**config.mk**
```make
export PLATFORM = sky130hd
export DESIGN_NAME = ifetch_ctrl
export DESIGN_NICKNAME = d
export VERILOG_FILES = /design/src/rtl/ifetch_pkg.sv /design/src/rtl/ifetch_fifo2.sv /design/src/rtl/ifetch_ctrl.sv
export SDC_FILE = /design/constraint.sdc
export NUM_CORES = 1
export LEC_CHECK = 0
export CAP_MARGIN = 20
export CORE_ASPECT_RATIO = 2
export CORE_MARGIN = 2
export CORE_UTILIZATION = 51
export DETAILED_ROUTE_END_ITERATION = 8
export GPL_ROUTABILITY_DRIVEN = 0
export GPL_TIMING_DRIVEN = 0
export HOLD_SLACK_MARGIN = 0.06
export MAX_ROUTING_LAYER = met4
export PLACE_DENSITY_LB_ADDON = 0.25
export SKIP_LAST_GASP = 1
export SLEW_MARGIN = 10
export SYNTH_ARGS = -nofsm -noshare
export SYNTH_HDL_FRONTEND = slang
export SYNTH_SLANG_ARGS = --single-unit
```
**constraint.sdc**
```tcl
create_clock -name CLK -period 4.2 [get_ports CLK]
set_input_delay 0.84 -clock CLK [delete_from_list [all_inputs] [get_ports CLK]]
set_output_delay 0.84 -clock CLK [all_outputs]
set_load 0.005 [all_outputs]
```
**src/rtl/ifetch_pkg.sv**
```systemverilog
// Shared types and constants for the lab5 instruction fetch controller.
package ifetch_pkg;

  localparam int ADDR_W  = 8;
  localparam int INSTR_W = 16;

  localparam logic [ADDR_W-1:0] PC_STEP  = 8'd2;
  localparam logic [ADDR_W-1:0] LAST_PC  = 8'hFE;
  localparam logic [15:0]       FCNT_MAX = 16'hFFFF;

  typedef enum logic [1:0] {
    ST_IDLE  = 2'd0,
    ST_FETCH = 2'd1,
    ST_HALT  = 2'd2
  } state_e;

  typedef struct packed {
    logic [ADDR_W-1:0]  pc;
    logic [INSTR_W-1:0] instr;
  } entry_t;

endpackage

```
**src/rtl/ifetch_fifo2.sv**
```systemverilog
// Two-entry synchronous FIFO of {pc, instr}; head reads as zero when empty.
module ifetch_fifo2
  import ifetch_pkg::*;
(
  input  logic       clk_i,
  input  logic       rst_i,
  input  logic       push_i,
  input  logic       pop_i,
  input  logic       flush_i,
  input  entry_t     data_i,
  output entry_t     head_o,
  output logic [1:0] count_o
);

  entry_t     mem_q [2];
  logic       rd_q;
  logic       wr_q;
  logic [1:0] count_q;
  logic       pop_ok_s;
  logic       push_ok_s;

  // Guard against popping empty / pushing full so pointers never desync.
  always_comb begin
    pop_ok_s  = pop_i && (count_q != 2'd0);
    push_ok_s = push_i && ((count_q != 2'd2) || pop_ok_s);
  end

  always_ff @(posedge clk_i) begin
    if (rst_i) begin
      rd_q     <= 1'b0;
      wr_q     <= 1'b0;
      count_q  <= 2'd0;
      mem_q[0] <= '0;
      mem_q[1] <= '0;
    end else if (flush_i) begin
      rd_q    <= 1'b0;
      wr_q    <= 1'b0;
      count_q <= 2'd0;
    end else begin
      if (push_ok_s) begin
        mem_q[wr_q] <= data_i;
        wr_q        <= ~wr_q;
      end
      if (pop_ok_s) begin
        rd_q <= ~rd_q;
      end
      case ({push_ok_s, pop_ok_s})
        2'b10:   count_q <= count_q + 2'd1;
        2'b01:   count_q <= count_q - 2'd1;
        default: count_q <= count_q;
      endcase
    end
  end

  assign head_o  = (count_q != 2'd0) ? mem_q[rd_q] : '0;
  assign count_o = count_q;

endmodule

```
**src/rtl/ifetch_ctrl.sv**
```systemverilog
// Fetch controller: owns the PC, run/stop/halt FSM, redirect handling and
// the saturating fetch counter; buffered instructions leave via ifetch_fifo2.
module ifetch_ctrl
  import ifetch_pkg::*;
#(
  parameter logic [7:0] RESET_PC = 8'h00
) (
  input  logic               CLK,
  input  logic               RESET,
  input  logic               RUN,
  input  logic               REDIRECT,
  input  logic [ADDR_W-1:0]  REDIRECT_PC,
  output logic [ADDR_W-1:0]  IMEM_ADDR,
  input  logic [INSTR_W-1:0] IMEM_Q,
  output logic [INSTR_W-1:0] INSTR,
  output logic [ADDR_W-1:0]  INSTR_PC,
  output logic               INSTR_VALID,
  input  logic               INSTR_READY,
  output logic               HALTED,
  output logic [15:0]        FETCH_COUNT
);

  state_e            state_q, state_d;
  logic [ADDR_W-1:0] pc_q, pc_d;
  logic [15:0]       fcnt_q, fcnt_d;
  logic              halted_q;
  logic              fetch_s;
  logic              pop_s;
  logic [1:0]        count_s;
  logic [ADDR_W-1:0] target_s;
  entry_t            push_entry_s;
  entry_t            head_s;

  always_comb begin
    target_s     = REDIRECT_PC & 8'hFE;
    fetch_s      = (state_q == ST_FETCH) && RUN && !REDIRECT && (count_s != 2'd2);
    pop_s        = INSTR_VALID && INSTR_READY;
    push_entry_s = '{pc: pc_q, instr: IMEM_Q};
    state_d      = state_q;
    pc_d         = pc_q;
    fcnt_d       = fcnt_q;
    // A redirect overrides all other transitions and only leaves HALT.
    if (REDIRECT) begin
      pc_d = target_s;
      if (state_q == ST_HALT) begin
        state_d = ST_FETCH;
      end else begin
        state_d = state_q;
      end
    end else begin
      if (fetch_s) begin
        pc_d   = pc_q + PC_STEP;
        fcnt_d = (fcnt_q == FCNT_MAX) ? fcnt_q : fcnt_q + 16'd1;
      end else begin
        pc_d   = pc_q;
        fcnt_d = fcnt_q;
      end
      case (state_q)
        ST_IDLE:  state_d = RUN ? ST_FETCH : ST_IDLE;
        ST_FETCH: begin
          if (fetch_s && (pc_q == LAST_PC)) begin
            state_d = ST_HALT;
          end else if (!RUN) begin
            state_d = ST_IDLE;
          end else begin
            state_d = ST_FETCH;
          end
        end
        ST_HALT:  state_d = ST_HALT;
        default:  state_d = ST_IDLE;
      endcase
    end
  end

  always_ff @(posedge CLK) begin
    if (RESET) begin
      state_q  <= ST_IDLE;
      pc_q     <= RESET_PC & 8'hFE;
      fcnt_q   <= 16'd0;
      halted_q <= 1'b0;
    end else begin
      state_q  <= state_d;
      pc_q     <= pc_d;
      fcnt_q   <= fcnt_d;
      halted_q <= (state_d == ST_HALT);
    end
  end

  ifetch_fifo2 u_fifo (
    .clk_i   (CLK),
    .rst_i   (RESET),
    .push_i  (fetch_s),
    .pop_i   (pop_s),
    .flush_i (REDIRECT),
    .data_i  (push_entry_s),
    .head_o  (head_s),
    .count_o (count_s)
  );

  assign IMEM_ADDR   = pc_q;
  assign INSTR       = head_s.instr;
  assign INSTR_PC    = head_s.pc;
  assign INSTR_VALID = (count_s != 2'd0);
  assign HALTED      = halted_q;
  assign FETCH_COUNT = fcnt_q;

endmodule

```
==> qor.yml, run 1 <==
routing:
  drc: 0
  route.vias.total: 2973
  first_pass_iters: 4
  ant_nets: 0
  drtIter0Drc: 144
  wl_per_cell_um: 15.89
  finalWirelength_um: 8550
  via_per_inst: 5.526
critical_path:
  critPathSlowestCell: "buf_1"
  crit_path_end_kind: "output port"
  r2r-end: "u_fifo.mem_q[0][5]"
  rrSetupSlack_ns: 1.69
  worstPathArrival_ns: 2.37
  r2r-start: "state_q[1]"
  critical_path_class: "flop to output port"
  cp_max_fo: 10
  critPathRequiredTime_ns: 3.36
  max_stage_delay_ns: 0.62
  endpoint: "INSTR[14]"
  start_kind: "flop"
  reg2reg_depth: 6
  timing.critical_path.cells: "clkbuf_1 -> buf_1 -> mux2i_1 -> nor2_1 -> clkdlybuf4s50_1"
synthesis:
  synthesis.instances: 355
  yosysWarnings: 0
  synth_top_area_cell: "edfxtp_1"
  ys_ff_latch: 77
  ys_top_cells_by_area: "edfxtp_1 (37%), dfxtp_1 (17%), and2_1 (7.7%)"
  synthFlopType: "edfxtp_1"
  synth-async-reset-ratio_pct: 0
  synth_area_um2: 3734
  seq_area_frac_synth_pct: 53.62
  yosys.area.top_type_share_pct: 37.00
  avgSynthCellArea_um2: 10.52
  yosysUniqueCellTypes: 45
  synth_edf_count: 46
  synth_common_cells: "and2_1 (46), edfxtp_1 (46), nor2_1 (37)"
clock_network:
  cts_tree: "built"
  clk_latency_ns: 0.34
  cts_max_level: 3
  post_cts_buffers: 0
  cts.sinks: 77
  cts_buffers: 9
  post_cts_resized: 0
  clkTransAtPathRegs_ns: 0.05
  clockRootBuffer: "clkbuf_16"
  holdBufCountCts: 0
  clk_path_buf_depth: 2
final_layout:
  drive_above_1_share_pct: 6.054
  fin_cells: 538
  area_growth_pct: 30.56
  nets: 474
  num-fill-cells: 557
  fin_util_pct: 68.11
  n_antenna_cell: 0
global_routing:
  antenna_found_initial: 0
  grt_pass1_wl_um: 13950
  globalRouteOverflowTotal: 0
  grt_max_degree: 24
  grt_use_total_pct: 23.21
  grt_pass1_vias: 2979
pwr:
  leakage_nw: 1.626
  p_per_area_nw_per_um2: 328.9
  p_clk_share_pct: 41.6
  sequentialPowerShare_pct: 52.1
  power.switching_w: 0.0003389
  swShare_pct: 21.14
  vdd_ir_drop_max_mv: 0.2547
  p_comb_share_pct: 6.3
  p_int_w: 0.001265
placement:
  dpl.cell_count: 523
  hpwl_um: 5991
  io_buffers: 74
floorplan:
  dieArea_um2: 8063
  start_util_pct: 52.17
  io_pins: 79
  core_um2: 7157
  die_w_um: 64.50
  fp-row-count: 44
  fp.dieH_um: 125
timing:
  fin_crit_sh_pct: 76.41
  worst_pin_slew_ns: 0.9843
  hold_viol: 0
  maxSlewViolCount: 0
  period_minus_slack_ns: 3.209
  finClkSkew_ns: 0.004993
  rsz0062_at_grt: "no"
  hold_ws_ns: 0.5392
  max_slew_margin_pct: 34.38
  setup_violations: 0
  max_freq_mhz: 311.6
hold_path:
  hp-class: "flop to flop"
  hold_path_depth: 2
  hp-start: "state_q[1]"
job:
  drv_cap: 0
outcome:
  status: "complete, no violations"
routing by layer:
layer,global-route usage [%],wire (um)
met1,27.57,3564
met2,37.56,4408
met3,6.025,375
met4,8.761,201
met5,-,0
worst max-delay path: cells and delay by family (launching register included):
| family | cells | cell delay [ns] |
|---|---|---|
| muxes | 1 | 0.18 |
| and+or+nand+nor | 1 | 0.15 |
| buffers and inverters | 3 | 1.40 |
| DFF | 1 | 0.30 |
state kept, by name, summed over array words and instances, names as in the netlist, named ones only:
signal	flops
FETCH_COUNT	16
HALTED	1
IMEM_ADDR	7
state_q	2
u_fifo.count_o	2
u_fifo.mem_q	46
u_fifo.rd_q	1
u_fifo.wr_q	1
power groups by stage:
| stage | clock (W) | combinational [W] | sequential, W |
|---|---|---|---|
| global route | 0.000708 | 0.000110 | 0.000836 |
| global placement | 0 | 0.0000937 | 0.000849 |
| CTS | 0.000677 | 0.000101 | 0.000834 |
| detailed placement | 0 | 0.000100 | 0.000850 |
| floorplan | 0 | 0.0000454 | 0.000846 |
| finish | 0.000668 | 0.000101 | 0.000835 |
cell type report:
class	count	area, um^2	share of cell area, %
clock buffers	11	232.7	4.774
flip-flops and latches	77	2002	41.07
repair buffers	75	768.2	15.76
plain buffers	22	105.1	2.156
clock inverters	4	17.52	0.3593
inverters	10	40.04	0.8214
well taps	92	115.1	2.361
multi-input cells	247	1594	32.70
kinds of logic after synthesis:
family	after synthesis	synth area share, %
other	1	0.1004
AND/OR/NAND/NOR	161	23.73
buffers and inverters	32	3.887
flip-flops	77	53.62
adder cells (fa/ha/maj)	3	1.005
XOR/XNOR	6	1.407
AO/OA/AOI/OAI	45	8.043
multiplexers	30	8.210
placed cells by master (no fill, tap or decap), types with 5 or more instances in the layout:
master and count:
mux2i_1 25, o21ai_0 5, a31oi_1 7, nor4_1 8
a21oi_1 12, nand3_1 8, clkbuf_16 9, clkbuf_1 17
inv_1 9, nor2b_1 8, edfxtp_1 46, nor3_1 6
or3_1 5, dfxtp_1 31, o31ai_1 5, and2_1 46
mux2_2 5, nand2_1 18, xnor2_1 5, clkdlybuf4s50_1 74
nand4_1 5, nor2_1 37
how the worst min path moves through the flow:
stage                     end  slack (ns)
2_1_floorplan      state_q[1]        0.48
3_3_place_gp   FETCH_COUNT[1]        0.49
3_5_place_dp       state_q[1]        0.52
4_1_cts            state_q[1]        0.53
5_1_grt                HALTED        0.56
6_report           state_q[1]        0.54
through the flow:
step | setup slack [ns] | TNS [ns] | power, W | area, um^2
final | 0.9908 | 0 | 0.001603 | 4875
after global routing | 0.8702 | 0 | 0.001655 | 4875
after CTS | 0.9516 | 0 | 0.001612 | 4875
after detailed placement | 0.6919 | 0 | 0.0009505 | 4624
after global placement | -0.3585 | -8.216 | 0.0009425 | 4593
after floorplan | 0.7287 | 0 | 0.0008916 | 3737
Note: power is estimated with default switching activity, not from simulation.
==> inputs of run 2 (changes only) <==
clock period = 3 ns   (was 4.2 ns; I/O delays follow)
==> run 2 against run 1 <==
  * Combinational power increased by 41%
  * Final area increased by 0.98%
  * Sequential cell count unchanged
  * Largest cell class unchanged
  * Global-route usage down 0.084 points
  * Clock-buffer cell count stayed put
  * Wire length is 1.2% lower
  * Critical path type is now primary input to flop
  * Setup slack worse by 0.84 ns
  * Die area did not move
==> qor.yml, run 2 (synthesis results as in run 1) <==
pwr:
  p_per_area_nw_per_um2: 479.0
  sequentialPowerShare_pct: 49.5
  fin_total_pwr_w: 0.002358
  vdd_ir_drop_max_mv: 0.4652
  swShare_pct: 20.93
  p_clk_share_pct: 44.5
  p_comb_share_pct: 6.0
  power.switching_w: 0.0004935
  leakage_nw: 1.642
  p_int_w: 0.001864
placement:
  io_buffers: 74
  hpwl_um: 5944
final_layout:
  final_common_cell: "clkdlybuf4s50_1"
  seq_area_um2: 2002
  area_growth_pct: 31.84
  multi_input_area_um2: 1603
  drive_above_1_share_pct: 7.159
  layout_common_cells: "clkdlybuf4s50_1 (74), and2_1 (46), edfxtp_1 (46)"
  fin_util_pct: 68.78
  n_antenna_cell: 0
  max_flop_register: "u_fifo.mem_q"
  nets: 474
  largest_reg_flops: 46
  num-fill-cells: 558
timing:
  maxSlewViolCount: 0
  hold_ws_ns: 0.5278
  worst_pin_slew_ns: 0.5650
  finClkSkew_ns: 0.005410
  period_minus_slack_ns: 2.853
  max_freq_mhz: 350.5
  setup_violations: 0
  max_slew_margin_pct: 62.33
  hold_viol: 0
  rsz0062_at_grt: "no"
  fin_crit_sh_pct: 95.12
  setup-tns-final_ns: 0
clock_network:
  clkTransAtPathRegs_ns: 0.06
  clk_path_buf_depth: 2
  cts_max_level: 3
  cts_buffers: 9
  clockRootBuffer: "clkbuf_16"
  post_cts_buffers: 0
  cts.sinks: 77
  clk_latency_ns: 0.34
  cts_tree: "built"
critical_path:
  rrSetupSlack_ns: 0.57
  crit_path_end_kind: "flop"
  r2r-start: "state_q[1]"
  endpoint: "u_fifo.mem_q[1][20]"
  cp_max_fo: 10
  setup.worst_path.start: "RUN"
  start_kind: "primary input"
  critPathRequiredTime_ns: 3.20
  reg2reg_depth: 6
  critical_path_class: "primary input to flop"
  r2r-end: "u_fifo.mem_q[1][20]"
  worstPathArrival_ns: 3.05
global_routing:
  antenna_found_initial: 0
  grt_use_met3_pct: 4.946
  grt_max_degree: 24
  grt_pass1_wl_um: 13910
  grt_use_total_pct: 23.13
  grt.met1_usage_pct: 28.07
  grt_pass1_vias: 2919
  met2_usage_pct: 36.64
  busiest_layer: "met2"
  globalRouteOverflowTotal: 0
routing:
  finalWirelength_um: 8451
  wl_per_cell_um: 15.68
  drc: 0
  via_per_inst: 5.486
  first_pass_iters: 5
  route.vias.total: 2957
  ant_nets: 0
  drtIter0Drc: 149
floorplan:
  io_pins: 79
  fp.dieH_um: 125
  die_w_um: 64.50
  dieArea_um2: 8063
  start_util_pct: 52.17
  fp-row-count: 44
  core_um2: 7157
job:
  drv_cap: 0
hold_path:
  hold_path_depth: 2
  hp-class: "flop to flop"
outcome:
  status: "complete, no violations"
-- run 2: changes by cell type in the layout (fill, tap and decap cells not counted) --
cell and delta:
buf_2 +1, bufinv_16 +1, o21bai_2 -1, clkinvlp_4 +2, clkbuf_2 +1, a21o_1 -1
clkinv_2 -1, a21o_2 +1, buf_1 -2, o21bai_4 +1, clkinv_1 -1
-- run 2: through the flow --
stage	cells	cell area [um^2]	worst slack [ns]
after CTS	539	4912	0.06002
after global placement	522	4597	-0.5955
after floorplan	356	3741	0.2588
final	539	4922	0.1465
after detailed placement	523	4624	-0.2729
after global routing	539	4922	0.05307
-- run 2: final cells by class --
| class | instances | area share (%) |
|---|---|---|
| buffer | 22 | 2.186 |
| clock buffer | 11 | 4.728 |
| clock inverter | 5 | 1.093 |
| inverter | 10 | 0.8134 |
| multi-input combinational | 247 | 32.56 |
| sequential | 77 | 40.67 |
| tap | 92 | 2.339 |
| timing repair buffer | 75 | 15.61 |
-- run 2: repair_timing --
action / in CTS / in global routing
hold endpoints to repair: 0 / 0
hold buffers: 0 / 0
resized for setup: 1 / 3
setup endpoints to repair: 1 / 49
cloned: 0 / 0
-- run 2: worst min path at each step --
stage	startpoint	endpoint	slack [ns]
final	FETCH_COUNT[9]	FETCH_COUNT[9]	0.53
after global routing	state_q[1]	state_q[1]	0.55
after CTS	FETCH_COUNT[9]	FETCH_COUNT[9]	0.53
after detailed placement	FETCH_COUNT[9]	FETCH_COUNT[9]	0.52
after global placement	FETCH_COUNT[1]	FETCH_COUNT[1]	0.49
after floorplan	state_q[1]	state_q[1]	0.48
-- run 2: worst max-delay path, cell delays in order --
cell and delay (ns):
clkdlybuf4s50_1 0.52, or3b_4 0.42, nor3_4 0.47, inv_4 0.12, nor3b_2 0.33, clkbuf_1 0.39
and2_1 0.21
-- run 2: metal layers --
layer / wire (um) / vias up
li1: - / 1450
met1: 3439 / 1366
met2: 4262 / 123
met3: 562 / 18
met4: 187 / 0
met5: 0 / -
-- run 2: power by group through the flow --
stage | Sequential, W | Clock, W | Combinational [W]
final | 0.00117 | 0.00105 | 0.000142
after global routing | 0.00117 | 0.00110 | 0.000155
after CTS | 0.00117 | 0.00106 | 0.000141
after detailed placement | 0.00119 | 0 | 0.000140
after global placement | 0.00119 | 0 | 0.000132
after floorplan | 0.00118 | 0 | 0.0000639
==> patch 1: new RTL, config.mk and constraints of run 2 <==
Encoding of `state_e`: now one-hot (3 bits for 3 states).
--- a/src/rtl/ifetch_pkg.sv
+++ b/src/rtl/ifetch_pkg.sv
@@ -8,10 +8,10 @@
   localparam logic [ADDR_W-1:0] LAST_PC  = 8'hFE;
   localparam logic [15:0]       FCNT_MAX = 16'hFFFF;
 
-  typedef enum logic [1:0] {
-    ST_IDLE  = 2'd0,
-    ST_FETCH = 2'd1,
-    ST_HALT  = 2'd2
+  typedef enum logic [2:0] {
+    ST_IDLE  = 3'b001,
+    ST_FETCH = 3'b010,
+    ST_HALT  = 3'b100
   } state_e;
 
   typedef struct packed {
Check against the original RTL: no difference found for any inputs over 4 cycles, from zero or initial values and one cycle with RESET high; so few cycles prove little.
==> patch 1 against run 2 <==
Total power up 4.6%. Routed wire length up 2.0%. Setup slack improved by 0.10 ns. Cell count decreased by 0.93%. Sequential cell count grew 1. Final area increased by 1.9%. Synthesized area is 1.8% higher. Clock power rose by 11%. Critical endpoint is now INSTR_PC[3]. Largest power group unchanged.
==> patch 1: results (changes against run 2) <==
FINAL_NET_COUNT=469  # was 474
AVGVIACOUNTPERCELL=5.41  # was 5.49
WORSTHOLDENDPOINT='FETCH_COUNT[1]'  # was FETCH_COUNT[9]
GRT_UTIL_MET2_PCT=41.2  # was 36.6%
GR-USAGE-MET3_PCT=5.80  # was 4.95%
SYNTH_CELL_TYPE_COUNT=48  # was 45
DETAILEDROUTE.FIRSTITERATIONVIOLATIONS=161  # was 149
SYNTH_EDF_COUNT=46  # unchanged
HOLD_SLACK_NS=0.533  # was 0.528 ns
FILLERS=565  # was 558
CLOCK_INSERTION_DELAY_AT_THE_LATER_PIN_OF_THE_SKEW_REPORT_NS=0.34  # about the same
WORST_IR_DROP_VDD_uV=313  # was 465 µV
SYNTH_TOP_CELLS_BY_AREA='edfxtp_1 36%, dfxtp_1 17%, and2_1 7.2%, mux2i_1 6.3%, nor2_1 5.0%'  # was edfxtp_1 37%, dfxtp_1 17%, and2_1 7.7%, mux2i_1 6.7%, nor2_1 3.7%
GR-USAGE-MET1_PCT=21.9  # was 28.1%
GRT_PASS1_VIAS=2905  # was 2,919
CRIT_PATH_START='u_fifo.count_o[0]'  # was RUN
DRT_PRE_ANTENNA_ITERS=4  # was 5
CP.ARRIVAL_NS=2.15  # was 3.05 ns
TIMING.RR.END='u_fifo.mem_q[0][6]'  # was u_fifo.mem_q[1][20]
SHARE_OF_FINAL_LAYOUT_STANDARD_CELLS_STRONGER_THAN_DRIVE_STRENGTH_1_PCT=8.60  # was 7.16%
FINALWIRELENGTH_UM=8620  # was 8450 µm
RUN_STATUS='finished, final reports clean'  # unchanged
HOLD_DEPTH=2  # unchanged
BUFFER_PORTS.INSERTED=75  # was 74
GRT_PASS1_WL_UM=13800  # was 13,900 µm
HOLD_START='FETCH_COUNT[1]'  # was FETCH_COUNT[9]
WORST_CLOCK_SKEW_NS=0.00309  # was 0.00541 ns
GRT.TOTAL_USAGE_PCT=23.2  # was 23.1%
CELLLEAKAGEPOWER_nW=1.75  # was 1.64 nW
HPWLAFTERDP_UM=6200  # was 5940 µm
CP_SLOWEST_STAGE_DELAY_NS=0.48  # was 0.52 ns
DETAILED_PLACE.AREA_UM2=4690  # was 4620 µm²
R2R_CELLS=7  # was 6
TIMING.REG2REG.SETUP_SLACK_NS=0.61  # was 0.57 ns
SYNTH_COMMON_CELLS='51 x nor2_1, 46 x edfxtp_1, 44 x and2_1, 32 x dfxtp_1, 24 x mux2i_1'  # was 46 x and2_1, 46 x edfxtp_1, 37 x nor2_1, 31 x dfxtp_1, 25 x mux2i_1
SEQ_AREA_FRAC_SYNTH_PCT=53.2  # was 53.6%
patch 1: logic make-up (layout without fill, tap and decap cells):
| family | Yosys count | in the layout | synth area share (%) |
|---|---|---|---|
| compound gates | 30 | 30 | 5.20 |
| xor+xnor | 18 | 18 | 4.15 |
| fa+ha+maj | 3 | 3 | 0.988 |
| buf+inv | 30 | 122 | 4.02 |
| flops | 78 | 78 | 53.2 |
| mux | 25 | 25 | 6.62 |
| other cells | 1 | 2 | 0.0987 |
| simple gates | 164 | 164 | 25.7 |
patch 1: power breakdown:
group          total (mW)  internal [mW]  switching (mW)  leakage, nW
clock network        1.17          0.752           0.420        0.160
registers            1.18           1.16          0.0162        0.735
logic               0.119         0.0635          0.0552        0.851
total                2.47           1.97           0.492         1.75
patch 1: worst max-delay path by stage:
stage | end | slack, ns | depth (start not counted)
floorplan | u_fifo.mem_q[0][0] | 0.19 | 6
global placement | u_fifo.mem_q[0][7] | -1.16 | 7
detailed placement | u_fifo.mem_q[1][7] | -0.15 | 4
CTS | INSTR[2] | 0.04 | 5
global route | u_fifo.mem_q[1][1] | 0.13 | 4
finish | INSTR_PC[3] | 0.25 | 4
patch 1: final cells by class:
cell class,instances,area share (%)
sequential,78,40.3
clock inverter,5,1.65
clock buffer,11,4.84
inverter,9,0.823
timing repair buffer,76,15.3
multi-input combinational,242,32.6
buffer,21,2.27
tap,92,2.29
patch 1: critical path, delay by kind of cell, from the launching register on:
kind,cells,cell delay [ns]
buf+inv,2,0.90
simple gates,2,0.57
flops,1,0.35
patch 1: stage by stage:
stage / util, % / setup WS (ns) / total power [mW] / instances
finish: 69.0 / 0.247 / 2.47 / 534
global route: 69.0 / 0.129 / 2.54 / 534
CTS: 69.0 / 0.0410 / 2.48 / 534
detailed placement: 64.5 / -0.145 / 1.32 / 518
global placement: 64.3 / -1.16 / 1.31 / 517
floorplan: - / 0.189 / 1.24 / 350
patch 1: timing repair:
action                                  4_1_cts  5_1_grt
cloned                                        0        0
hold endpoints to repair                      0        0
endpoints found under the setup margin        1        7
resized for setup                             1        1
patch 1: per-layer routing:
metal  part of all wire [%]  vias up
met5                      0        -
met4                    3.9        0
li1                       -     1404
met2                     56       82
met3                    4.4       23
met1                     36     1378
==> patch 2: new RTL, config.mk and constraints of run 2 <==
Made on the original files. Set the package constant `INSTR_W` to 32 (it was 16).
--- a/src/rtl/ifetch_pkg.sv
+++ b/src/rtl/ifetch_pkg.sv
@@ -2,7 +2,7 @@
 package ifetch_pkg;
 
   localparam int ADDR_W  = 8;
-  localparam int INSTR_W = 16;
+  localparam int INSTR_W = 32;
 
   localparam logic [ADDR_W-1:0] PC_STEP  = 8'd2;
   localparam logic [ADDR_W-1:0] LAST_PC  = 8'hFE;
Interface: changed (resized IMEM_Q and INSTR); port bits go from 79 to 111. No check against the original RTL was run, so the function may have changed too.
==> patch 2 against run 2 <==
Combinational power increased by 37%. Total power increased by 28%. Setup slack improved by 0.099 ns. Synthesized area increased by 38%. Synthesized cell count increased by 30%. Maximum frequency increased by 3.6%. Final area increased by 37%. Die area increased by 36%. Core utilization decreased by 1.4 points. Clock skew increased by 0.0027 ns. Sequential share of layout area increased by 3.2 points. First-iteration DRC count increased by 42%. Sequential cell count increased by 32. Routed wire length increased by 38%.
==> patch 2: results (changes against run 2) <==
LARGEST_REGISTER_FF_COUNT=78  # was 46
HPWLAFTERDP_UM=8690  # was 5940 µm
RUN_STATUS='finished, final reports clean'  # unchanged
SYNTH_TOP_CELLS_BY_AREA='edfxtp_1 45%, dfxtp_1 12%, and2_1 9.4%, mux2i_1 7.9%, nor2_1 3.8%'  # was edfxtp_1 37%, dfxtp_1 17%, and2_1 7.7%, mux2i_1 6.7%, nor2_1 3.7%
WORST_SLEW_PIN_SLEW_NS=0.704  # was 0.565 ns
ROUTED_WIRE_LENGTH_PER_INSTANCE_UM=16.3  # was 15.7 µm
GRT.TOTAL_USAGE_PCT=22.9  # was 23.1%
ANTENNA_FOUND_INITIAL=0  # unchanged
H_TREE_LEVEL_COUNT=3  # unchanged
REGMOSTFLOPS='u_fifo.mem_q'  # unchanged
GRT_PASS1_WL_UM=18500  # was 13,900 µm
SEQ_AREA_FRAC_SYNTH_PCT=57.3  # was 53.6%
SHARE_OF_FINAL_LAYOUT_STANDARD_CELLS_STRONGER_THAN_DRIVE_STRENGTH_1_PCT=7.55  # was 7.16%
DETAILEDPLACE.WORSTSLACK_NS=-0.393  # was -0.273 ns
PERIOD_SHARE_PCT=91.8  # was 95.1%
GRT_START_MAX_NET_PINS=24  # unchanged
BUFFER_PORTS.INSERTED=105  # was 74
CELLLEAKAGEPOWER_nW=2.29  # was 1.64 nW
SYNTH_EDF_COUNT=78  # was 46
DETAILEDROUTE.FIRSTITERATIONVIOLATIONS=211  # was 149
WORST_IR_DROP_VDD_uV=369  # was 465 µV
MEAN_CELL_AREA_OF_THE_MAPPED_NETLIST_UM2=11.2  # was 10.5 µm²
FINAL_NET_COUNT=626  # was 474
TIMING.REG2REG.SETUP_SLACK_NS=0.53  # was 0.57 ns
SYNTH_CELL_TYPE_COUNT=47  # was 45
CLOCK-ROOT-BUFFER='clkbuf_16'  # unchanged
SYNTH_COMMON_CELLS='78 x and2_1, 78 x edfxtp_1, 52 x nor2_1, 41 x mux2i_1, 31 x dfxtp_1'  # was 46 x and2_1, 46 x edfxtp_1, 37 x nor2_1, 31 x dfxtp_1, 25 x mux2i_1
DPL.CELL_COUNT=702  # was 523
CTS_SETUP_BUFFERS=0  # unchanged
AVGVIACOUNTPERCELL=5.41  # was 5.49
WORST_CLOCK_SKEW_NS=0.00811  # was 0.00541 ns
CP_MAX_FO=10  # unchanged
CP.ARRIVAL_NS=2.15  # was 3.05 ns
GRT_PASS1_VIAS=4026  # was 2,919
POST_LAYOUT_NONFILLER_INSTANCES=718  # was 539
-- patch 2: cell types whose count changed in the layout (fill, tap and decap cells not counted), moves of 4 or more --
| cell | change |
|---|---|
| nor2_1 | +15 |
| clkdlybuf4s50_1 | +31 |
| and2_1 | +32 |
| edfxtp_1 | +32 |
| mux2i_1 | +16 |
| nor4_1 | +4 |
-- patch 2: area by class of cell --
class	count	area [µm²]
Buffer	30	139
Clock inverter	4	31.3
Multi-Input combinational cell	312	2060
Fill cell	789	3270
Sequential cell	109	2960
Inverter	10	37.5
Tap cell	135	169
Timing Repair Buffer	106	1080
Clock buffer	12	267
-- patch 2: final timing paths --
path / depth (start not counted) / to / startpoint
worst max-delay path: 5 / INSTR_PC[4] / u_fifo.count_o[0]
worst min-delay path: 2 / FETCH_COUNT[10] / FETCH_COUNT[10]
worst max register to register: 6 / FETCH_COUNT[0] / FETCH_COUNT[0]
worst min register to register: 2 / FETCH_COUNT[10] / FETCH_COUNT[10]
-- patch 2: where the power goes --
group          internal [mW]  switching [mW]
Combinational          0.102          0.0932
Sequential              1.66          0.0227
Clock                  0.634           0.513
Total                   2.39           0.629
-- patch 2: stage by stage --
step                      util [%]  hold slack (ns)  instance area, µm²
after floorplan                  -            0.471                5180
after global placement        63.9            0.477                6400
after detailed placement      64.2            0.481                6430
after CTS                     67.3            0.494                6740
after global routing          67.3            0.526                6750
final                         67.3            0.498                6750
-- patch 2: repair_timing --
item,in CTS,in global routing
resized for setup,1,3
gates cloned,1,0
pin swaps,1,0
hold buffers,0,0
setup endpoints to repair,49,29
-- patch 2: critical path, cell delays in order (launching register included) --
cell and delay (ns):
dfxtp_1 0.36, nor2_1 0.33, clkbuf_2 0.30, clkbuf_2 0.27, nor2_1 0.10, clkdlybuf4s50_1 0.45
-- patch 2: routing by layer --
| metal | up-vias | wire (µm) | GRT usage, % |
|---|---|---|---|
| met4 | 0 | 450 | 10.8 |
| met3 | 39 | 547 | 3.73 |
| met2 | 149 | 6740 | 42.9 |
| li1 | 1857 | - | - |
| met5 | - | 0 | - |
| met1 | 1837 | 3950 | 21.2 |
-- patch 2: logic make-up (layout without fill, tap and decap cells) --
family,Yosys count,in the layout,synth area share [%]
other,1,2,0.0726
flip-flops,109,109,57.3
XOR/XNOR,6,6,1.02
adder cells (fa/ha/maj),3,3,0.726
multiplexers,49,49,9.68
AND/OR/NAND/NOR,213,213,23.0
AO/OA/AOI/OAI,38,39,4.72
buffers and inverters,41,162,3.44
